**src/rtl/truth_table_sweeper_if.sv**
```systemverilog
// truth_table_sweeper_if: sweep handshake, expected mask, function-block pins and results
interface truth_table_sweeper_if;
  logic        start;
  logic [15:0] expected;
  logic        s;
  logic        a;
  logic        b;
  logic        c;
  logic        d;
  logic        busy;
  logic        done;
  logic [15:0] table_out;
  logic [4:0]  mismatch_cnt;
  logic [3:0]  first_bad;
  logic        pass;
  modport master (
    output start, expected, s,
    input  a, b, c, d, busy, done, table_out, mismatch_cnt, first_bad, pass
  );
  modport slave (
    input  start, expected, s,
    output a, b, c, d, busy, done, table_out, mismatch_cnt, first_bad, pass
  );
endinterface

```
**src/rtl/truth_table_sweeper.sv**
```systemverilog
// truth_table_sweeper: drives all 16 {a,b,c,d} vectors, samples s after SETTLE cycles and scores it against a mask
module truth_table_sweeper #(
  parameter int SETTLE = 1
) (
  input logic                 clk,
  input logic                 rst_n,
  truth_table_sweeper_if.slave bus
);
  typedef enum logic [1:0] {IDLE, DRIVE, SAMPLE, DONE} state_t;
  state_t      state;
  logic [3:0]  idx;
  logic [3:0]  cnt;
  logic [15:0] exp_q;
  logic [15:0] table_q;
  logic [4:0]  miss_q;
  logic [3:0]  first_q;
  logic        pass_q;
  logic        busy_q;
  logic        done_q;
  logic        miss;
  assign miss = bus.s ^ exp_q[idx];
  assign {bus.a, bus.b, bus.c, bus.d} = idx;
  assign bus.busy         = busy_q;
  assign bus.done         = done_q;
  assign bus.table_out    = table_q;
  assign bus.mismatch_cnt = miss_q;
  assign bus.first_bad    = first_q;
  assign bus.pass         = pass_q;
  always_ff @(posedge clk or negedge rst_n) begin
    if (!rst_n) begin
      state   <= IDLE;
      idx     <= '0;
      cnt     <= '0;
      exp_q   <= '0;
      table_q <= '0;
      miss_q  <= '0;
      first_q <= '0;
      pass_q  <= 1'b0;
      busy_q  <= 1'b0;
      done_q  <= 1'b0;
    end else begin
      case (state)
        IDLE: if (bus.start) begin
          exp_q   <= bus.expected;
          table_q <= '0;
          miss_q  <= '0;
          first_q <= '0;
          pass_q  <= 1'b0;
          idx     <= '0;
          cnt     <= '0;
          busy_q  <= 1'b1;
          state   <= DRIVE;
        end
        DRIVE: begin
          cnt   <= (cnt == 4'(SETTLE - 1)) ? 4'd0 : cnt + 4'd1;
          state <= (cnt == 4'(SETTLE - 1)) ? SAMPLE : DRIVE;
        end
        SAMPLE: begin
          table_q[idx] <= bus.s;
          miss_q       <= miss_q + 5'(miss);
          if (miss && miss_q == 5'd0) first_q <= idx;
          if (idx == 4'd15) begin
            pass_q <= (miss_q == 5'd0) && !miss;
            busy_q <= 1'b0;
            done_q <= 1'b1;
            state  <= DONE;
          end else begin
            idx   <= idx + 4'd1;
            state <= DRIVE;
          end
        end
        default: begin
          done_q <= 1'b0;
          state  <= IDLE;
        end
      endcase
    end
  end
endmodule

```
**src/flat_wrapper.sv**
```systemverilog
// flat-port wrapper written by rule: the top's interface ports become plain ports
module truth_table_sweeper_flat 
#(
  parameter int SETTLE = 1
)
  (clk, rst_n, bus_start, bus_expected, bus_s, bus_a, bus_b, bus_c, bus_d, bus_busy, bus_done, bus_table_out, bus_mismatch_cnt, bus_first_bad, bus_pass);
  truth_table_sweeper_if bus_i ();
  input logic clk;
  input logic rst_n;
  input wire logic [$bits(bus_i.start)-1:0] bus_start;
  input wire logic [$bits(bus_i.expected)-1:0] bus_expected;
  input wire logic [$bits(bus_i.s)-1:0] bus_s;
  output wire logic [$bits(bus_i.a)-1:0] bus_a;
  output wire logic [$bits(bus_i.b)-1:0] bus_b;
  output wire logic [$bits(bus_i.c)-1:0] bus_c;
  output wire logic [$bits(bus_i.d)-1:0] bus_d;
  output wire logic [$bits(bus_i.busy)-1:0] bus_busy;
  output wire logic [$bits(bus_i.done)-1:0] bus_done;
  output wire logic [$bits(bus_i.table_out)-1:0] bus_table_out;
  output wire logic [$bits(bus_i.mismatch_cnt)-1:0] bus_mismatch_cnt;
  output wire logic [$bits(bus_i.first_bad)-1:0] bus_first_bad;
  output wire logic [$bits(bus_i.pass)-1:0] bus_pass;
  assign bus_i.start = bus_start;
  assign bus_i.expected = bus_expected;
  assign bus_i.s = bus_s;
  assign bus_a = bus_i.a;
  assign bus_b = bus_i.b;
  assign bus_c = bus_i.c;
  assign bus_d = bus_i.d;
  assign bus_busy = bus_i.busy;
  assign bus_done = bus_i.done;
  assign bus_table_out = bus_i.table_out;
  assign bus_mismatch_cnt = bus_i.mismatch_cnt;
  assign bus_first_bad = bus_i.first_bad;
  assign bus_pass = bus_i.pass;
  truth_table_sweeper #(.SETTLE(SETTLE)) u_core (.clk(clk), .rst_n(rst_n), .bus(bus_i));
endmodule
```
**config.mk**
```make
export PLATFORM = sky130hd
export DESIGN_NAME = truth_table_sweeper_flat
export DESIGN_NICKNAME = d
export VERILOG_FILES = /design/src/rtl/truth_table_sweeper_if.sv /design/src/rtl/truth_table_sweeper.sv /design/src/flat_wrapper.sv
export SDC_FILE = /design/constraint.sdc
export NUM_CORES = 1
export LEC_CHECK = 0
export BUFFER_PORTS_ARGS = -buffer_cell sky130_fd_sc_hd__buf_2
export CAP_MARGIN = 10
export CORE_MARGIN = 10
export CORE_UTILIZATION = 49
export DETAILED_ROUTE_END_ITERATION = 12
export PLACE_DENSITY_LB_ADDON = 0.08
export SLEW_MARGIN = 15
export SYNTH_ARGS = -nofsm -noshare
export SYNTH_HDL_FRONTEND = slang
export SYNTH_SLANG_ARGS = --single-unit
```
**constraint.sdc**
```tcl
create_clock -name clk -period 2.3 [get_ports clk]
set_input_delay 0 -clock clk [delete_from_list [all_inputs] [get_ports clk]]
set_output_delay 0 -clock clk [all_outputs]
set_load 0.02 [all_outputs]
```
After elaboration in Yosys (flattened, before gate mapping)
Index checks and enable logic that the tools add are counted.
- bits in registers: 54
- input port bits: 20
- logic and storage cells: 69
- $add $sub $neg: 3
- magnitude comparators: 2
- equality and inequality tests: 7
- mux-type cells: 28
- bitwise logic cells: 2
- reduce and logical (&&, ||, !) cells: 17
- operators by type and width (kind ; count):
    16-bit case mux with 2 select lines ; 1
    4-bit case mux with 2 select lines ; 3
    16-bit bitwise mux ; 1
    16-bit 2-to-1 mux ; 1
    4-bit 2-to-1 mux ; 4
    5-bit case mux with 2 select lines ; 1
    3-bit AND reduction ; 3
    4-bit by 1-bit adder with 4-bit output, second input constant ; 2
    2-bit AND reduction ; 4
    1-bit 2-to-1 mux ; 7
    2-bit 2-to-1 mux ; 3
    1-bit case mux with 2 select lines ; 3
    2-bit case mux with 3 select lines ; 1
    5-bit by 1-bit adder with 5-bit output ; 1
    5-bit logical NOT ; 1
    4-bit by 5-bit < comparator with 1-bit output, second input constant ; 1
    5-bit 2-to-1 mux ; 1
    1-bit binary-select mux with 4-bit select ; 1
    1-bit demux with 4-bit select ; 1
    4-bit equality test, second input constant ; 1
    4-bit by 1-bit greater-or-equal comparator with 1-bit output, second input constant ; 1
    4-bit logical NOT ; 1
    2-bit by 1-bit != test with 1-bit output, second input constant ; 2
    2-bit != test, second input constant ; 2
    other kinds (9) ; 12

Longest topological paths before layout
Gate-level depths: netlist (run 1).
- word-level depth: 7
- depth in mapped cells: 9
- depth with buffers taken out: 8

Worst setup path before layout (run 1)
Ideal clock, no wire load.
- kind: register -> register
- start: register u_core.idx[0]
- end: register u_core.miss_q[4] (netlist: u_core.bus.mismatch_cnt[4])
- library setup time: 0.130 ns
- arrival time: 2.456 ns
- data required time: 2.170 ns
- path slack: -0.285 ns
- stages on the path, launching flop included: 10
- buffers on the path: 1
- clock period less this slack: 2.585 ns
- cell sequence: dfrtp_1 buf_4 mux4_2 mux4_2 xor2_1 ha_1 ha_1 nand4_1 nand3_1 o21ai_1
- cells in the longest elaborated chain, start to end: 5
- RTL lines (item ; line ; text):
    from (decl) ; truth_table_sweeper.sv:11 ; logic [3:0] idx;
    from (signal assigned) ; truth_table_sweeper.sv:68 ; idx <= idx + 4'd1;
    1-bit binary-select mux with 4-bit select ; truth_table_sweeper.sv:21 ; assign miss = bus.s ^ exp_q[idx];
    1-bit 2-to-1 mux (implied by the code) ; truth_table_sweeper.sv:21 ;
    1-bit XOR ; truth_table_sweeper.sv:21 ;
    5-bit by 1-bit adder with 5-bit output ; truth_table_sweeper.sv:60 ; miss_q <= miss_q + 5'(miss);
    5-bit case mux with 2 select lines ; truth_table_sweeper.sv:42 ; case (state)
    to (signal assigned) ; truth_table_sweeper.sv:60 ;
    to (decl) ; truth_table_sweeper.sv:15 ; logic [4:0] miss_q;
Every way passes these cells. The select of a mux whose other input is x is not followed.
A chain may end at the register's enable or synchronous reset.

Final worst setup path (run 1)
Same ends and word-level chain as after synthesis.

==> flow_summary.ini, run 1 <==
[status]
status = finished, violations left
violations = negative setup slack

[logic_synthesis]
synth_top_cell_by_area = dfrtp_1
ys_warn_count = 0
avgSynthCellArea_um2 = 9.41
synth_edf_count = 0
synth-xor-area-share_pct = 1.35
yosysSeqAreaShare_pct = 52.0
synth_cell_types = 30
synthTopCellsByArea = dfrtp_1, nand2_1, mux4_2
synth_compound_area_share_pct = 8.96
synth_nets = 304
syn-cell-area_um2 = 2600
synth.ff_latch_count = 54
synthAdderAreaFrac_pct = 3.86
synthSimpleGateAreaFrac_pct = 23.5
async_flop_share_pct = 100
synth_top_family_by_area = simple AND/OR/NAND/NOR gates
synth_mux_area_share_pct = 6.27
synth.top_cell.area_share_pct = 52.0
ys.flop_type = dfrtp_1
netlist_instances = 276

[sta]
max_freq_mhz = 420
period_needed_ns = 2.38
period_share_pct = 104
max_slew.worst_pin.slew_ns = 0.510
slew-limit-headroom_pct = 65.9
setup_viol = 4
finClkSkew_ns = 0.00738
rsz0062_at_grt = yes
holdWs_ns = 0.0928
setup_ws_ns = -0.0817
finalHoldViolCount = 0
drv_slew = 0

[placed_design]
portBuffers = 51
place_congestion = 0.757
detailed_place_hpwl_mm = 4.55
place_ws_ns = -0.0808

[worst_hold_path]
holdPathStages = 3
hold_path.class = primary input to flip-flop
min_delay_worst_endpoint = u_core.bus.table_out[15]$_DFFE_PN0P_
min_from = bus_s

[worst_setup_path]
endpoint_kind = flip-flop
worstSetupPathType = flip-flop to flip-flop
startpoint = u_core.idx[0]$_DFFE_PN0P_
cp_max_fo = 5
cp-start-kind = flip-flop
reg2reg_depth = 8
r2r-end = u_core.bus.mismatch_cnt[4]$_DFFE_PN0P_
arrival_ns = 2.58
cp.required_ns = 2.50
reg2reg_from = u_core.idx[0]$_DFFE_PN0P_
rrSetupSlack_ns = -0.08

[floorplanning]
die_h_um = 92.8
dieWidth_um = 92.8
core.rowCount = 26
core_area_um2 = 5110
die_area_um2 = 8610
ios = 52
start_util_pct = 50.8

[global_routing]
grt_pass1_vias = 2254
grt_pass1_wl_mm = 11.2
grt_usage_pct = 15.7
overflow = 0
grt_start_max_net_pins = 30
antenna_found_initial = 0

[cells_and_area]
drive_gt1_share_pct = 23.1
antenna_cells = 0
layout_commonest_cell = nand2_1
finalNetCount = 373
syn2layout_area_growth_pct = 24.5
layout_common_cells = nand2_1, dfrtp_1, buf_2, dlygate4sd3_1, nand4_1

[clock_tree]
clk_pin_slew_ns = 0.09
cts_tree = done
h-tree-depth = 2
clkLatencyLatePin_ns = 0.30
numCtsBuffers = 5
clockBufferDepth = 2
cts.sink_count = 54
cts_root_buffer = clkbuf_8

[run]
maxCapViolations = 0

[route]
via_count = 2172
dr.pass1.iters = 4
drt_iter0_drc = 136
viasPerCell = 5.22
wl_mm = 6.36
drt-wirelength-per-cell_um = 15.3
antenna_left = 0
drc_errors = 0

[pwr]
p_total_mw = 3.10
powerDensity_nw_per_um2 = 960
vdd_ir_drop_max_uv = 436
p_leak_nw = 1.63
[cells in the mapped netlist, types with 5 or more instances]
master,instances
nand2_1,95
dfrtp_1,54
nand4_1,16
nor2_1,12
clkbuf_1,10
o211ai_1,10
o21ai_1,9
ha_1,8
nand3_1,6
buf_1,5
mux2i_1,5
mux4_2,5
[how the worst max path moves through the flow]
stage	end	slack, ns	depth (start not counted)
2_1_floorplan	u_core.bus.mismatch_cnt[4]$_DFFE_PN0P_	-0.16	9
3_3_place_gp	u_core.bus.mismatch_cnt[2]$_DFFE_PN0P_	-0.03	8
3_5_place_dp	u_core.bus.mismatch_cnt[4]$_DFFE_PN0P_	-0.08	8
4_1_cts	u_core.bus.mismatch_cnt[4]$_DFFE_PN0P_	-0.09	8
5_1_grt	u_core.bus.mismatch_cnt[4]$_DFFE_PN0P_	-0.23	8
6_report	u_core.bus.mismatch_cnt[4]$_DFFE_PN0P_	-0.08	8
[area by class of cell]
class / count / area, um^2
timing repair buffer: 80 / 518
tap: 70 / 87.6
inverter: 5 / 18.8
clock buffer: 8 / 80.1
multi-input combinational: 199 / 1170
fill: 452 / 1880
sequential: 54 / 1350
[metal layers]
metal / vias up / global-route usage [%] / share of wire [%]
met5: - / 0 / 0
met4: 0 / 5.53 / 1.0
met1: 1009 / 21.2 / 47
met3: 7 / 4.92 / 7.8
met2: 73 / 23.1 / 45
li1: 1083 / - / -
[sequential cells by signal, indices dropped and copies added, names as in the netlist]
register and count:
u_core.bus.table_out 16, u_core.exp_q 16, u_core.bus.mismatch_cnt 5, u_core.bus.first_bad 4
u_core.cnt 4, u_core.idx 4, u_core.state 2, u_core.bus.busy 1
u_core.bus.done 1, u_core.bus.pass 1
[stage by stage]
stage	instance area, um^2	utilization [%]	instances	setup TNS [ns]
after floorplan	2620	-	276	-0.440
after global placement	2970	58.1	391	-0.0411
after detailed placement	2970	58.1	391	-0.152
after CTS	3230	63.2	417	-0.209
after global routing	3230	63.3	416	-0.870
final	3230	63.3	416	-0.161
[critical path, stage by stage (launching register included)]
cell	delay (ns)
dfrtp_2	0.45
mux4_2	0.52
mux4_2	0.50
xor2_2	0.17
ha_2	0.23
ha_4	0.14
nand4_1	0.12
nand3_1	0.09
o21ai_1	0.06
[repair_timing]
action / 4_1_cts / 5_1_grt
resized for setup: 1 / 3
endpoints found under the hold margin: 33 / 0
setup endpoints to repair: 5 / 8
hold buffers: 18 / 0
buffers inserted: 0 / 1
pin swaps: 2 / 1
[logic make-up after synthesis]
group	Yosys count
AO/OA/AOI/OAI	35
adder cells (fa/ha/maj)	8
buffers and inverters	23
flip-flops	54
multiplexers	10
XOR/XNOR	4
AND/OR/NAND/NOR	142
[power by group]
| part | switching [mW] | total, mW | internal [mW] |
|---|---|---|---|
| logic | 0.693 | 1.22 | 0.524 |
| clock network | 0.295 | 0.512 | 0.217 |
| registers | 0.196 | 1.37 | 1.18 |
No activity file was read; power rests on OpenSTA's default activity.
==> inputs of run 2 (changes only) <==
--- a/config.mk
+++ b/config.mk
@@ -11,7 +11,7 @@
 export CORE_UTILIZATION = 49
 export DETAILED_ROUTE_END_ITERATION = 12
 export PLACE_DENSITY_LB_ADDON = 0.08
-export SLEW_MARGIN = 15
+export SLEW_MARGIN = 10
 export SYNTH_ARGS = -nofsm -noshare
 export SYNTH_HDL_FRONTEND = slang
 export SYNTH_SLANG_ARGS = --single-unit
==> constraint.sdc (replaced) <==
create_clock -name clk -period 2.3 [get_ports clk]
set_input_delay 0.575 -clock clk [delete_from_list [all_inputs] [get_ports clk]]
set_output_delay 0.575 -clock clk [all_outputs]
set_load 0.02 [all_outputs]
==> flow_summary.ini, run 2 (same netlist as run 1, synthesis figures left out) <==
[status]
status = finished, violations left
violations = negative setup slack

[clock_tree]
clk_pin_slew_ns = 0.10
numCtsBuffers = 5
clockBufferDepth = 2
cts_root_buffer = clkbuf_8
h-tree-depth = 2
clkLatencyLatePin_ns = 0.30
cts_tree = done
cts.sink_count = 54

[worst_setup_path]
cp_cell_sequence = mux4_2, mux4_2, xor2_2, ha_2, ha_4, nand4_1, nand3_1, o21ai_1
cp_max_fo = 5
arrival_ns = 2.55
crit_family = multiplexers
cp.required_ns = 2.50
worstSetupPathType = flip-flop to flip-flop
crit_top_cell = mux4_2
max_stage_delay_ns = 0.51
crit_buf_inv = 0
cp-start-kind = flip-flop
critPathSlowestCell = mux4_2
endpoint_kind = flip-flop

[route]
antenna_left = 0
drt_iter0_drc = 120
dr.pass1.iters = 4
viasPerCell = 5.26
via_count = 2099
wl_mm = 6.12
drt-wirelength-per-cell_um = 15.3
drc_errors = 0

[pwr]
clkPwrFrac_pct = 19.7
p_int_mw = 1.99
powerDensity_nw_per_um2 = 1030
p_comb_share_pct = 36.9
power_frac_seq_pct = 43.5
vdd_ir_drop_max_uv = 478
power.switching_mw = 1.18
p_sw_share_pct = 37.1
p_leak_nw = 1.57
p_total_mw = 3.17

[sta]
period_share_pct = 102
setup_ws_ns = -0.0522
setup_viol = 2
slew-limit-headroom_pct = 72.0
max_slew.worst_pin.slew_ns = 0.420
finClkSkew_ns = 0.00883
finalHoldViolCount = 0
period_needed_ns = 2.35
rsz0062_at_grt = yes
drv_slew = 0
max_freq_mhz = 425

[placed_design]
place_congestion = 0.785
dp_cells = 391
detailed_place_hpwl_mm = 4.58
portBuffers = 51

[run]
maxCapViolations = 0

[global_routing]
overflow = 0
grt_usage_pct = 15.0
grt_pass1_wl_mm = 10.7
antenna_found_initial = 0
grt_start_max_net_pins = 42
grt_pass1_vias = 2165

[cells_and_area]
fin_cells = 399
layout_common_cells = nand2_1, dfrtp_1, buf_2, nand4_1, nor2_1
seqCellArea_um2 = 1350
multiInputGateArea_um2 = 1170
syn2layout_area_growth_pct = 19.1
finalNetCount = 356
nFillCells = 478
drive_gt1_share_pct = 24.6
layout_commonest_cell = nand2_1
antenna_cells = 0

[floorplanning]
die_h_um = 92.8
ios = 52
core.rowCount = 26
dieWidth_um = 92.8
die_area_um2 = 8610
start_util_pct = 50.8
core_area_um2 = 5110

[worst_hold_path]
hold_path.class = primary input to async pin
==> run 2: stage by stage <==
step                setup TNS (ns)  instance area [um^2]  util (%)  hold WS (ns)  setup slack (ns)
floorplan                   -0.440                  2620         -         0.279            -0.156
global placement           -0.0211                  2980      58.3         0.462           -0.0137
detailed placement          -0.120                  2980      58.3         0.464           -0.0689
CTS                         -0.141                  3090      60.4         0.165           -0.0778
global route                -0.925                  3090      60.5         0.168            -0.221
finish                     -0.0850                  3090      60.5         0.163           -0.0522
==> run 2: per-layer routing <==
metal	wire, um	GRT usage [%]
met3	447	5.00
met1	2870	19.6
met2	2750	23.2
met4	57	3.73
met5	0	0
==> run 2: power groups by stage <==
stage | sequential [mW] | combinational (mW) | clock (mW)
global placement | 1.39 | 1.15 | 0
CTS | 1.39 | 1.17 | 0.635
floorplan | 1.41 | 0.776 | 0
detailed placement | 1.41 | 1.17 | 0
finish | 1.38 | 1.17 | 0.624
global route | 1.42 | 1.31 | 0.682
==> run 2: final timing paths <==
path                       cells after the start  slack, ns                   startpoint                                endpoint
min                                            1       0.16                        rst_n  u_core.bus.mismatch_cnt[1]$_DFFE_PN0P_
min reg2reg                                    2       0.49  u_core.exp_q[9]$_DFFE_PN0P_             u_core.exp_q[9]$_DFFE_PN0P_
max                                            8      -0.05    u_core.idx[0]$_DFFE_PN0P_  u_core.bus.mismatch_cnt[4]$_DFFE_PN0P_
min in group clk                               3       0.46              bus_expected[6]             u_core.exp_q[6]$_DFFE_PN0P_
max in group asynchronous                      2       1.58                        rst_n               u_core.idx[0]$_DFFE_PN0P_
max reg2reg                                    8      -0.05    u_core.idx[0]$_DFFE_PN0P_  u_core.bus.mismatch_cnt[4]$_DFFE_PN0P_
==> run 2: cell type report <==
class,instances,share of cell area [%]
inverter,5,0.607
sequential,54,43.7
tap,70,2.83
timing repair buffer,63,11.6
clock inverter,1,0.971
multi-input combinational,199,37.8
clock buffer,7,2.47
==> run 2: timing repair <==
item                                    in CTS  in global routing
hold buffers                                 0                  0
endpoints found under the setup margin       3                  8
resized for setup                            0                  2
buffers inserted                             0                  0
